===== src/rtl/spu_decode.sv =====
// SPU decode stage: classifies the fetched instruction pair to the even/odd
// pipes, detects dual-issue hazards and issues one or both instructions.
module spu_decode (
  input  logic        clk,
  input  logic        reset,
  input  logic [0:31] instr_d [0:1],
  input  logic [7:0]  pc,
  output logic [7:0]  pc_wb,
  output logic        stall,
  output logic [0:31] even_instr,
  output logic        even_valid,
  output logic [0:31] odd_instr,
  output logic        odd_valid
);

  typedef enum logic [1:0] {
    PIPE_NONE = 2'd0,
    PIPE_EVEN = 2'd1,
    PIPE_ODD  = 2'd2
  } pipe_e;

  typedef struct packed {
    pipe_e      pipe;
    logic       wr_en;
    logic [6:0] wr_reg;
    logic [2:0] rd_en;
    logic [6:0] rd_reg0;
    logic [6:0] rd_reg1;
    logic [6:0] rd_reg2;
  } dec_t;

  localparam logic [0:10] OP_A    = 11'b00011000000;
  localparam logic [0:10] OP_AH   = 11'b00011001000;
  localparam logic [0:10] OP_FA   = 11'b01011000100;
  localparam logic [0:10] OP_NOP  = 11'b01000000001;
  localparam logic [0:10] OP_LNOP = 11'b00000000001;
  localparam logic [0:8]  OP_IL   = 9'b010000001;
  localparam logic [0:8]  OP_BR   = 9'b001100100;
  localparam logic [0:7]  OP_LQD  = 8'b00110100;
  localparam logic [0:7]  OP_STQD = 8'b00100100;
  localparam logic [0:3]  OP_MPYA = 4'b1100;
  localparam logic [0:3]  OP_FMA  = 4'b1110;
  localparam logic [0:3]  OP_SHUFB = 4'b1011;

  // Opcodes are matched longest format first so short RRR opcodes never
  // shadow an 11-bit RR opcode that shares their leading bits.
  function automatic dec_t decode(input logic [0:31] w);
    dec_t d;
    d      = '0;
    d.pipe = PIPE_EVEN;
    if (w == 32'h0000_0000) begin
      d.pipe = PIPE_NONE;
    end else if (w[0:10] == OP_A || w[0:10] == OP_AH || w[0:10] == OP_FA) begin
      d.wr_en   = 1'b1;
      d.wr_reg  = w[25:31];
      d.rd_en   = 3'b011;
      d.rd_reg0 = w[18:24];
      d.rd_reg1 = w[11:17];
    end else if (w[0:10] == OP_NOP) begin
      d.pipe = PIPE_EVEN;
    end else if (w[0:10] == OP_LNOP) begin
      d.pipe = PIPE_ODD;
    end else if (w[0:8] == OP_IL) begin
      d.wr_en  = 1'b1;
      d.wr_reg = w[25:31];
    end else if (w[0:8] == OP_BR) begin
      d.pipe = PIPE_ODD;
    end else if (w[0:7] == OP_LQD) begin
      d.pipe    = PIPE_ODD;
      d.wr_en   = 1'b1;
      d.wr_reg  = w[25:31];
      d.rd_en   = 3'b001;
      d.rd_reg0 = w[18:24];
    end else if (w[0:7] == OP_STQD) begin
      d.pipe    = PIPE_ODD;
      d.rd_en   = 3'b011;
      d.rd_reg0 = w[18:24];
      d.rd_reg1 = w[25:31];
    end else if (w[0:3] == OP_MPYA || w[0:3] == OP_FMA || w[0:3] == OP_SHUFB) begin
      d.pipe    = (w[0:3] == OP_SHUFB) ? PIPE_ODD : PIPE_EVEN;
      d.wr_en   = 1'b1;
      d.wr_reg  = w[4:10];
      d.rd_en   = 3'b111;
      d.rd_reg0 = w[18:24];
      d.rd_reg1 = w[11:17];
      d.rd_reg2 = w[25:31];
    end
    return d;
  endfunction

  dec_t        dec0;
  dec_t        dec1;
  logic        raw;
  logic        conflict;
  logic [0:31] even_nxt;
  logic        even_v_nxt;
  logic [0:31] odd_nxt;
  logic        odd_v_nxt;

  assign dec0 = decode(instr_d[0]);
  assign dec1 = decode(instr_d[1]);

  assign raw = dec0.wr_en &&
               ((dec1.rd_en[0] && dec1.rd_reg0 == dec0.wr_reg) ||
                (dec1.rd_en[1] && dec1.rd_reg1 == dec0.wr_reg) ||
                (dec1.rd_en[2] && dec1.rd_reg2 == dec0.wr_reg));

  assign conflict = (dec0.pipe != PIPE_NONE) && (dec1.pipe != PIPE_NONE) &&
                    ((dec0.pipe == dec1.pipe) || raw);

  assign stall = reset && conflict;
  assign pc_wb = stall ? pc - 8'd1 : pc;

  // Without a conflict the two slots always target different pipes, so the
  // slot-1 routing can never overwrite slot 0.
  always_comb begin
    // NOTE: every output gets a default first so no path leaves it unassigned
    // (which would infer a latch).
    even_nxt   = '0;
    even_v_nxt = 1'b0;
    odd_nxt    = '0;
    odd_v_nxt  = 1'b0;
    if (dec0.pipe == PIPE_EVEN) begin
      even_nxt   = instr_d[0];
      even_v_nxt = 1'b1;
    end else if (dec0.pipe == PIPE_ODD) begin
      odd_nxt   = instr_d[0];
      odd_v_nxt = 1'b1;
    end
    if (!conflict) begin
      if (dec1.pipe == PIPE_EVEN) begin
        even_nxt   = instr_d[1];
        even_v_nxt = 1'b1;
      end else if (dec1.pipe == PIPE_ODD) begin
        odd_nxt   = instr_d[1];
        odd_v_nxt = 1'b1;
      end
    end
  end

  // NOTE: sequential state uses non-blocking assignments so every register
  // samples its inputs from before the edge.
  always_ff @(posedge clk or negedge reset) begin
    if (!reset) begin
      even_instr <= '0;
      even_valid <= 1'b0;
      odd_instr  <= '0;
      odd_valid  <= 1'b0;
    end else begin
      even_instr <= even_nxt;
      even_valid <= even_v_nxt;
      odd_instr  <= odd_nxt;
      odd_valid  <= odd_v_nxt;
    end
  end

endmodule


===== config.mk =====
export PLATFORM = sky130hd
export DESIGN_NAME = spu_decode
export DESIGN_NICKNAME = d
export VERILOG_FILES = /design/src/rtl/spu_decode.sv
export SDC_FILE = /design/constraint.sdc
export NUM_CORES = 1
export LEC_CHECK = 0
export BUFFER_PORTS_ARGS = -buffer_cell sky130_fd_sc_hd__buf_2
export CELL_PAD_IN_SITES_DETAIL_PLACEMENT = 2
export CELL_PAD_IN_SITES_GLOBAL_PLACEMENT = 2
export CORE_MARGIN = 2
export CORE_UTILIZATION = 31
export DETAILED_ROUTE_END_ITERATION = 8
export PLACE_DENSITY = 0.86
export SLEW_MARGIN = 0
export SYNTH_ARGS = -nofsm -noshare
export SYNTH_HDL_FRONTEND = slang
export SYNTH_SLANG_ARGS = --single-unit
export TNS_END_PERCENT = 5

===== constraint.sdc =====
create_clock -name clk -period 8.9 [get_ports clk]
set_clock_uncertainty 0.2 [all_clocks]
set_input_delay 0.445 -clock clk [delete_from_list [all_inputs] [get_ports clk]]
set_output_delay 0.445 -clock clk [all_outputs]
set_load 0.02 [all_outputs]

==> results of run 1 <==
[cell usage after synthesis (all sizes together), types with 5 or more instances]
cell type / count
a211o: 5
and3b: 7
o22ai: 6
xnor2: 6
buf: 10
nor4: 14
o211ai: 5
a22o: 61
inv: 12
nor3: 9
nand2: 22
nor2: 15
nand3: 5
xor2: 10
dfrtp: 66
and2: 5
a21boi: 6
o31ai: 6
o21ai: 9
[layout make-up]
class / instances / area share (%)
Multi-Input combinational cell: 255 / 39.3
Sequential cell: 66 / 34.0
Timing Repair Buffer: 151 / 15.7
Clock buffer: 14 / 5.44
Tap cell: 147 / 3.79
Inverter: 12 / 0.929
Clock inverter: 2 / 0.722
[critical path: cells and delay by family]
| family | cells | cell delay, ns |
|---|---|---|
| mux | 1 | 0.21 |
| simple gates | 3 | 1.44 |
| compound gates | 5 | 1.37 |
| buf+inv | 2 | 0.33 |
[logic make-up (layout without fill, tap and decap cells)]
logic type | count (synthesis) | in the layout
AOI/OAI and AO/OA | 126 | 126
and+or+nand+nor | 109 | 109
DFF | 66 | 66
buffers and inverters | 28 | 179
xor gates and xnor gates | 16 | 16
muxes | 2 | 2
adders and majority gates | 1 | 1
other | 1 | 1
[report_power, final]
part,switching [mW],internal (mW),leakage (nW)
Clock,0.131,0.232,0.147
Sequential,0.00408,0.316,0.836
Combinational,0.0989,0.0530,1.47
Total,0.234,0.600,2.46
[per-stage QoR]
| stage | utilization [%] | hold slack (ns) | total power [mW] | setup WS, ns | area, um^2 |
|---|---|---|---|---|---|
| after floorplan | - | -0.0506 | 0.402 | 5.05 | 3740 |
| after global placement | 38.2 | 0.485 | 0.472 | 4.85 | 4550 |
| after detailed placement | 38.2 | 0.502 | 0.477 | 4.62 | 4550 |
| after CTS | 40.7 | 0.140 | 0.847 | 4.58 | 4850 |
| after global routing | 40.7 | 0.157 | 0.871 | 4.15 | 4850 |
| final | 40.7 | 0.105 | 0.835 | 4.45 | 4850 |
[flip-flops by register name (all words and copies together) (netlist names)]
signal      count
even_instr     32
even_valid      1
odd_instr      32
odd_valid       1
[routing by layer]
layer / share of wire [%] / vias up / GRT usage, %
met5: 0 / - / 0
met4: 1.3 / 0 / 7.32
met3: 4.5 / 15 / 4.25
met2: 51 / 123 / 40.9
met1: 44 / 1847 / 30.3
li1: - / 1649 / -
[worst paths after layout]
path,from,end,slack (ns),cells past startpoint
worst max-delay path,instr_d[29],pc_wb[1],4.45,11
min in group clk,instr_d[50],even_instr[13]$_DFF_PN0_,0.15,2
max in group asynchronous,reset,even_instr[28]$_DFF_PN0_,7.75,2
worst min-delay path,reset,even_valid$_DFF_PN0_,0.11,2
==> out/results.tsv, run 1 <==
stage	metric	value	unit
detailed_routing	Avg Vias per Cell	5.62	
cts	H-tree levels	3	
layout	Post-Layout Cell Count	647	
layout	fillers	1291	
synth	Compound-Gate Fraction of Synth Area	28.9	%
setup_path	worst endpoint required time	8.26	ns
detailed_routing	final WL	14900	um
sta	Peak Freq	225	MHz
detailed_routing	DRC violations left	0	
synth	Synth Flop Type	dfrtp_1	
global_routing	largest net degree at the start of global routing	73	
sta	final hold vios	0	
synth	xor/xnor share of the synthesized area	3.75	%
layout	most common cell after layout, fill and taps aside	buf_2	
sta	part of the cycle the worst path needs	49.9	%
cts	Setup Buffers After CTS	0	
synth	simple logic cell fraction of the synthesized area	17.2	%
detailed_routing	DR iter-0 viols	161	
synth	cell count after synthesis	349	
detailed_routing	per-cell routed wire length	23.0	um
power	Static Leak	2.46	nW
cts	post_cts resized	0	
sta	RSZ-0062 raised after global routing	false	
synth	adder-cell share of the synthesized area	0.335	%
layout	area grow syn2layout	29.7	%
place	Placed Instances	631	
synth	syn_nets	424	
synth	Synth top area share	44.2	%
power	power per cell area	172	nW/um^2
layout	area of the multi-input gates	1910	um^2
layout	Nets	570	
cts	clk sink count	66	
synth	Syn Std Cell Area	3740	um^2
synth	FFs w/ async S/R, synth	100	%
die	Die Span Y	114	um
synth	largest family of logic cells by synthesized area	compound AO/OA/AOI/OAI gates	
global_routing	antenna violations before repair	0	
place	IO buf count	148	
detailed_routing	Pre-antenna DRT Iters	4	
sta	Tmin final	4.45	ns
setup_path	slowest CP cell	nor4_1	
setup_path	nature of the critical path endpoint	primary output	
detailed_routing	Antenna Nets Post-Route	0	
setup_path	Max FO, Critical Path	8	
die	die area	13000	um^2
synth	Unique masters post-synth	65	
die	Top-Level Pins	149	
synth	Synthesis Warnings	0	
sta	Slew HR	37.5	%
setup_path	Crit Path Category	input port to primary output	
cts	clock tree from TritonCTS	yes	
cts	Clk Tree Root Cell	clkbuf_16	
setup_path	type of origin of the critical path	input port	
synth	sequential area share after synthesis	44.2	%
setup_path	worst path cell trace	buf_2 -> nor4_1 -> o2111ai_1 -> a21boi_0 -> a211o_1 -> o2111ai_1 -> nor4_1 -> nor2_2 -> o22ai_2 -> mux2i_1 -> buf_2	
cts	Longest Clk Path Bufs	2	
worst_hold_path	HP Class	input port to asynchronous set/reset pin	
setup_path	slowest stage delay, CP	0.61	ns
detailed_routing	vias	3634	
die	Die Wd	114	um
cts	CTS Buf Count	9	
synth	syn avg cell area	10.7	um^2
global_routing	Tot GR Track Use	23.7	%
power	worst vdd ir	0.0000793	V
die	Initial Util	31.4	%
global_routing	vias in the first global route	3983	
sta	worst slew pin tran	0.937	ns
layout	antenna cells	0	
synth	number of synthesized flops with an enable pin	0	
layout	share of layout cells above drive strength 1	37.0	%
sta	setup violators final	0	
cts	hold buffers post-CTS	0	
place	Post-DP HPWL	11100	um
cts	CTS clock-pin slew for the worst setup and hold paths	0.06	ns
synth	mux share of post-synthesis cell area	0.535	%
synth	#FFs+latches synth	66	
global_routing	global-route wire length before repair	23200	um
die	Core Area	11900	um^2
place	gp weighted congestion	0.900	
die	FP Rows	40	
sta	Fin Setup TNS	0	ns
setup_path	Arr. time, crit path	3.80	ns
layout	commonest cells after routing, fill and taps aside	148 x buf_2, 66 x dfrtp_1, 61 x a22o_1	
outcome	outcome	finished, final reports clean	
synth	largest cells by area after synthesis	dfrtp_1 44%, a22o_1 14%, buf_6 2.4%, nor4_1 2.3%, xor2_1 2.3%	
run	Max Cap Viol	0	
sta	final max-slew violation count	0	
synth	leading area contributor after synthesis	dfrtp_1	
global_routing	Overflow after GRT	0	
layout	Register Area	1650	um^2
No activity file was read; power rests on OpenSTA's default activity.
==> run 2, diff against run 1 <==
Settings changed: CORE_UTILIZATION 31 to 26, PLACE_DENSITY 0.86 to 0.77.
Clock period 8.9 ns to 3.8 ns, I/O delays scaled along.
==> out/results.tsv, run 2 (synthesized netlist as in run 1, its figures left out) <==
stage	metric	value	unit	change
outcome	outcome	finished, final reports clean		
sta	final hold vios	0		unchanged
detailed_routing	Antenna Nets Post-Route	0		unchanged
setup_path	Max FO, Critical Path	17		+9
global_routing	global-route wire length before repair	24500	um	+5.6%
global_routing	Overflow after GRT	0		unchanged
detailed_routing	DR iter-0 viols	164		+1.9%
sta	Slew HR	46.2	%	+8.7 points
place	gp weighted congestion	0.841		-6.5%
die	Initial Util	26.7	%	-4.7 points
cts	Clk Tree Root Cell	clkbuf_16		
place	Post-Place Setup Slack	0.000422	ns	-4.62 ns
global_routing	antenna violations before repair	0		unchanged
cts	clock tree from TritonCTS	yes		
layout	fillers	1559		+21%
sta	Fin Setup TNS	0	ns	unchanged
cts	Setup Buffers After CTS	0		unchanged
sta	Tmin final	3.62	ns	
setup_path	Crit Path Category	input port to register		
setup_path	type of origin of the critical path	input port		
run	Max Cap Viol	0		unchanged
setup_path	Worst Setup SP	instr_d[56]		
die	Top-Level Pins	149		unchanged
cts	CTS clock-pin slew for the worst setup and hold paths	0.05	ns	about the same
layout	antenna cells	0		unchanged
sta	RSZ-0062 raised after global routing	false		
sta	final critical-path setup slack	0.177	ns	-4.28 ns
global_routing	vias in the first global route	4346		+9.1%
cts	H-tree levels	3		unchanged
place	Post-DP HPWL	11700	um	+5.5%
power	Static Leak	2.73	nW	+11%
global_routing	largest net degree at the start of global routing	43		-41%
detailed_routing	per-cell routed wire length	22.2	um	-3.5%
setup_path	worst endpoint required time	3.82	ns	-4.44 ns
layout	Nets	638		+12%
detailed_routing	final WL	16600	um	+11%
die	die area	15400	um^2	+19%
die	Die Wd	124	um	+8.9%
worst_hold_path	HP Class	input port to register		
cts	Longest Clk Path Bufs	2		unchanged
die	FP Rows	43		+7.5%
cts	clk sink count	66		unchanged
sta	Peak Freq	276	MHz	
layout	biggest regs	even_instr x32, odd_instr x32		
detailed_routing	Pre-antenna DRT Iters	4		unchanged
setup_path	Arr. time, crit path	3.64	ns	-0.16 ns
detailed_routing	DRC violations left	0		unchanged
global_routing	Tot GR Track Use	21.7	%	-2.0 points
power	power per cell area	358	nW/um^2	+110%
sta	part of the cycle the worst path needs	95.3	%	
die	Die Span Y	124	um	+8.9%
setup_path	nature of the critical path endpoint	register		
layout	area grow syn2layout	48.3	%	
layout	commonest cells after routing, fill and taps aside	147 x buf_2, 66 x dfrtp_1, 61 x a22o_1		
setup_path	Worst Setup EP	even_instr[1]$_DFF_PN0_		
cts	CTS Buf Count	9		unchanged
sta	setup violators final	0		unchanged
place	IO buf count	148		unchanged
layout	most common cell after layout, fill and taps aside	buf_2		
detailed_routing	Avg Vias per Cell	5.27		-6.2%
sta	worst slew pin tran	0.806	ns	-0.131 ns
layout	share of layout cells above drive strength 1	34.7	%	-2.3 points
power	worst vdd ir	0.000210	V	+160%
detailed_routing	vias	3934		+8.3%
sta	final max-slew violation count	0		unchanged
die	Core Area	14000	um^2	+17%
run 2: cell count changes in the layout (fill, tap and decap cells not counted), sizes merged:
cell / change
dlygate4sd3: +58
buf: +9
clkbuf: -2
clkinv: +1
o211a: +1
run 2: metal layers:
layer	vias to the layer above	GRT usage, %	wire [um]
met5	-	0	0
met4	0	7.51	340
met3	23	3.53	772
met2	121	39.1	8360
met1	2002	26.0	7110
li1	1788	-	-
run 2: critical path, stage by stage:
cell           delay, ns
buf_2               0.20
and3b_1             0.21
o211a_2             0.35
or3_1               0.37
o22ai_2             0.31
xor2_1              0.13
nor4_2              0.44
buf_4               0.20
nor2_2              0.10
o211a_4             0.36
a21o_1              0.20
dlygate4sd3_1       0.56
run 2: timing repair:
action	4_1_cts	5_1_grt
hold endpoints to repair	96	0
gates resized for setup	0	2
setup endpoints to repair	0	3
hold buffers	58	0
run 2: power by group:
part	internal, mW	switching, mW
logic	0.169	0.250
registers	0.739	0.0106
clock network	0.519	0.298
run 2: worst min path at each step:
stage / startpoint / to / slack [ns] / cells after the start
2_1_floorplan: reset / even_instr[0]$_DFF_PN0_ / -0.31 / 0
3_3_place_gp: reset / even_valid$_DFF_PN0_ / -0.01 / 1
3_5_place_dp: reset / odd_instr[31]$_DFF_PN0_ / -0.003 / 1
4_1_cts: instr_d[60] / odd_instr[3]$_DFF_PN0_ / 0.002 / 2
5_1_grt: instr_d[11] / even_instr[20]$_DFF_PN0_ / 0.03 / 2
6_report: instr_d[11] / odd_instr[20]$_DFF_PN0_ / 0.03 / 2
run 2: stage by stage:
stage | hold slack, ns | std cells | utilization [%] | instance area [um^2] | total power [mW]
6_report | 0.0302 | 747 | 39.7 | 5550 | 1.99
5_1_grt | 0.0277 | 747 | 39.7 | 5550 | 2.07
4_1_cts | 0.00208 | 746 | 39.5 | 5530 | 2.00
3_5_place_dp | -0.00313 | 673 | 33.3 | 4660 | 1.13
3_3_place_gp | -0.0126 | 673 | 33.3 | 4660 | 1.12
2_1_floorplan | -0.306 | 349 | - | 3740 | 0.941
run 2: layout make-up:
type / instances / area [um^2] / area share (%)
Inverter: 12 / 45.0 / 0.812
Clock inverter: 3 / 40.0 / 0.722
Clock buffer: 12 / 246 / 4.44
Timing Repair Buffer: 218 / 1410 / 25.5
Sequential cell: 66 / 1650 / 29.8
Tap cell: 180 / 225 / 4.06
Multi-Input combinational cell: 256 / 1920 / 34.7
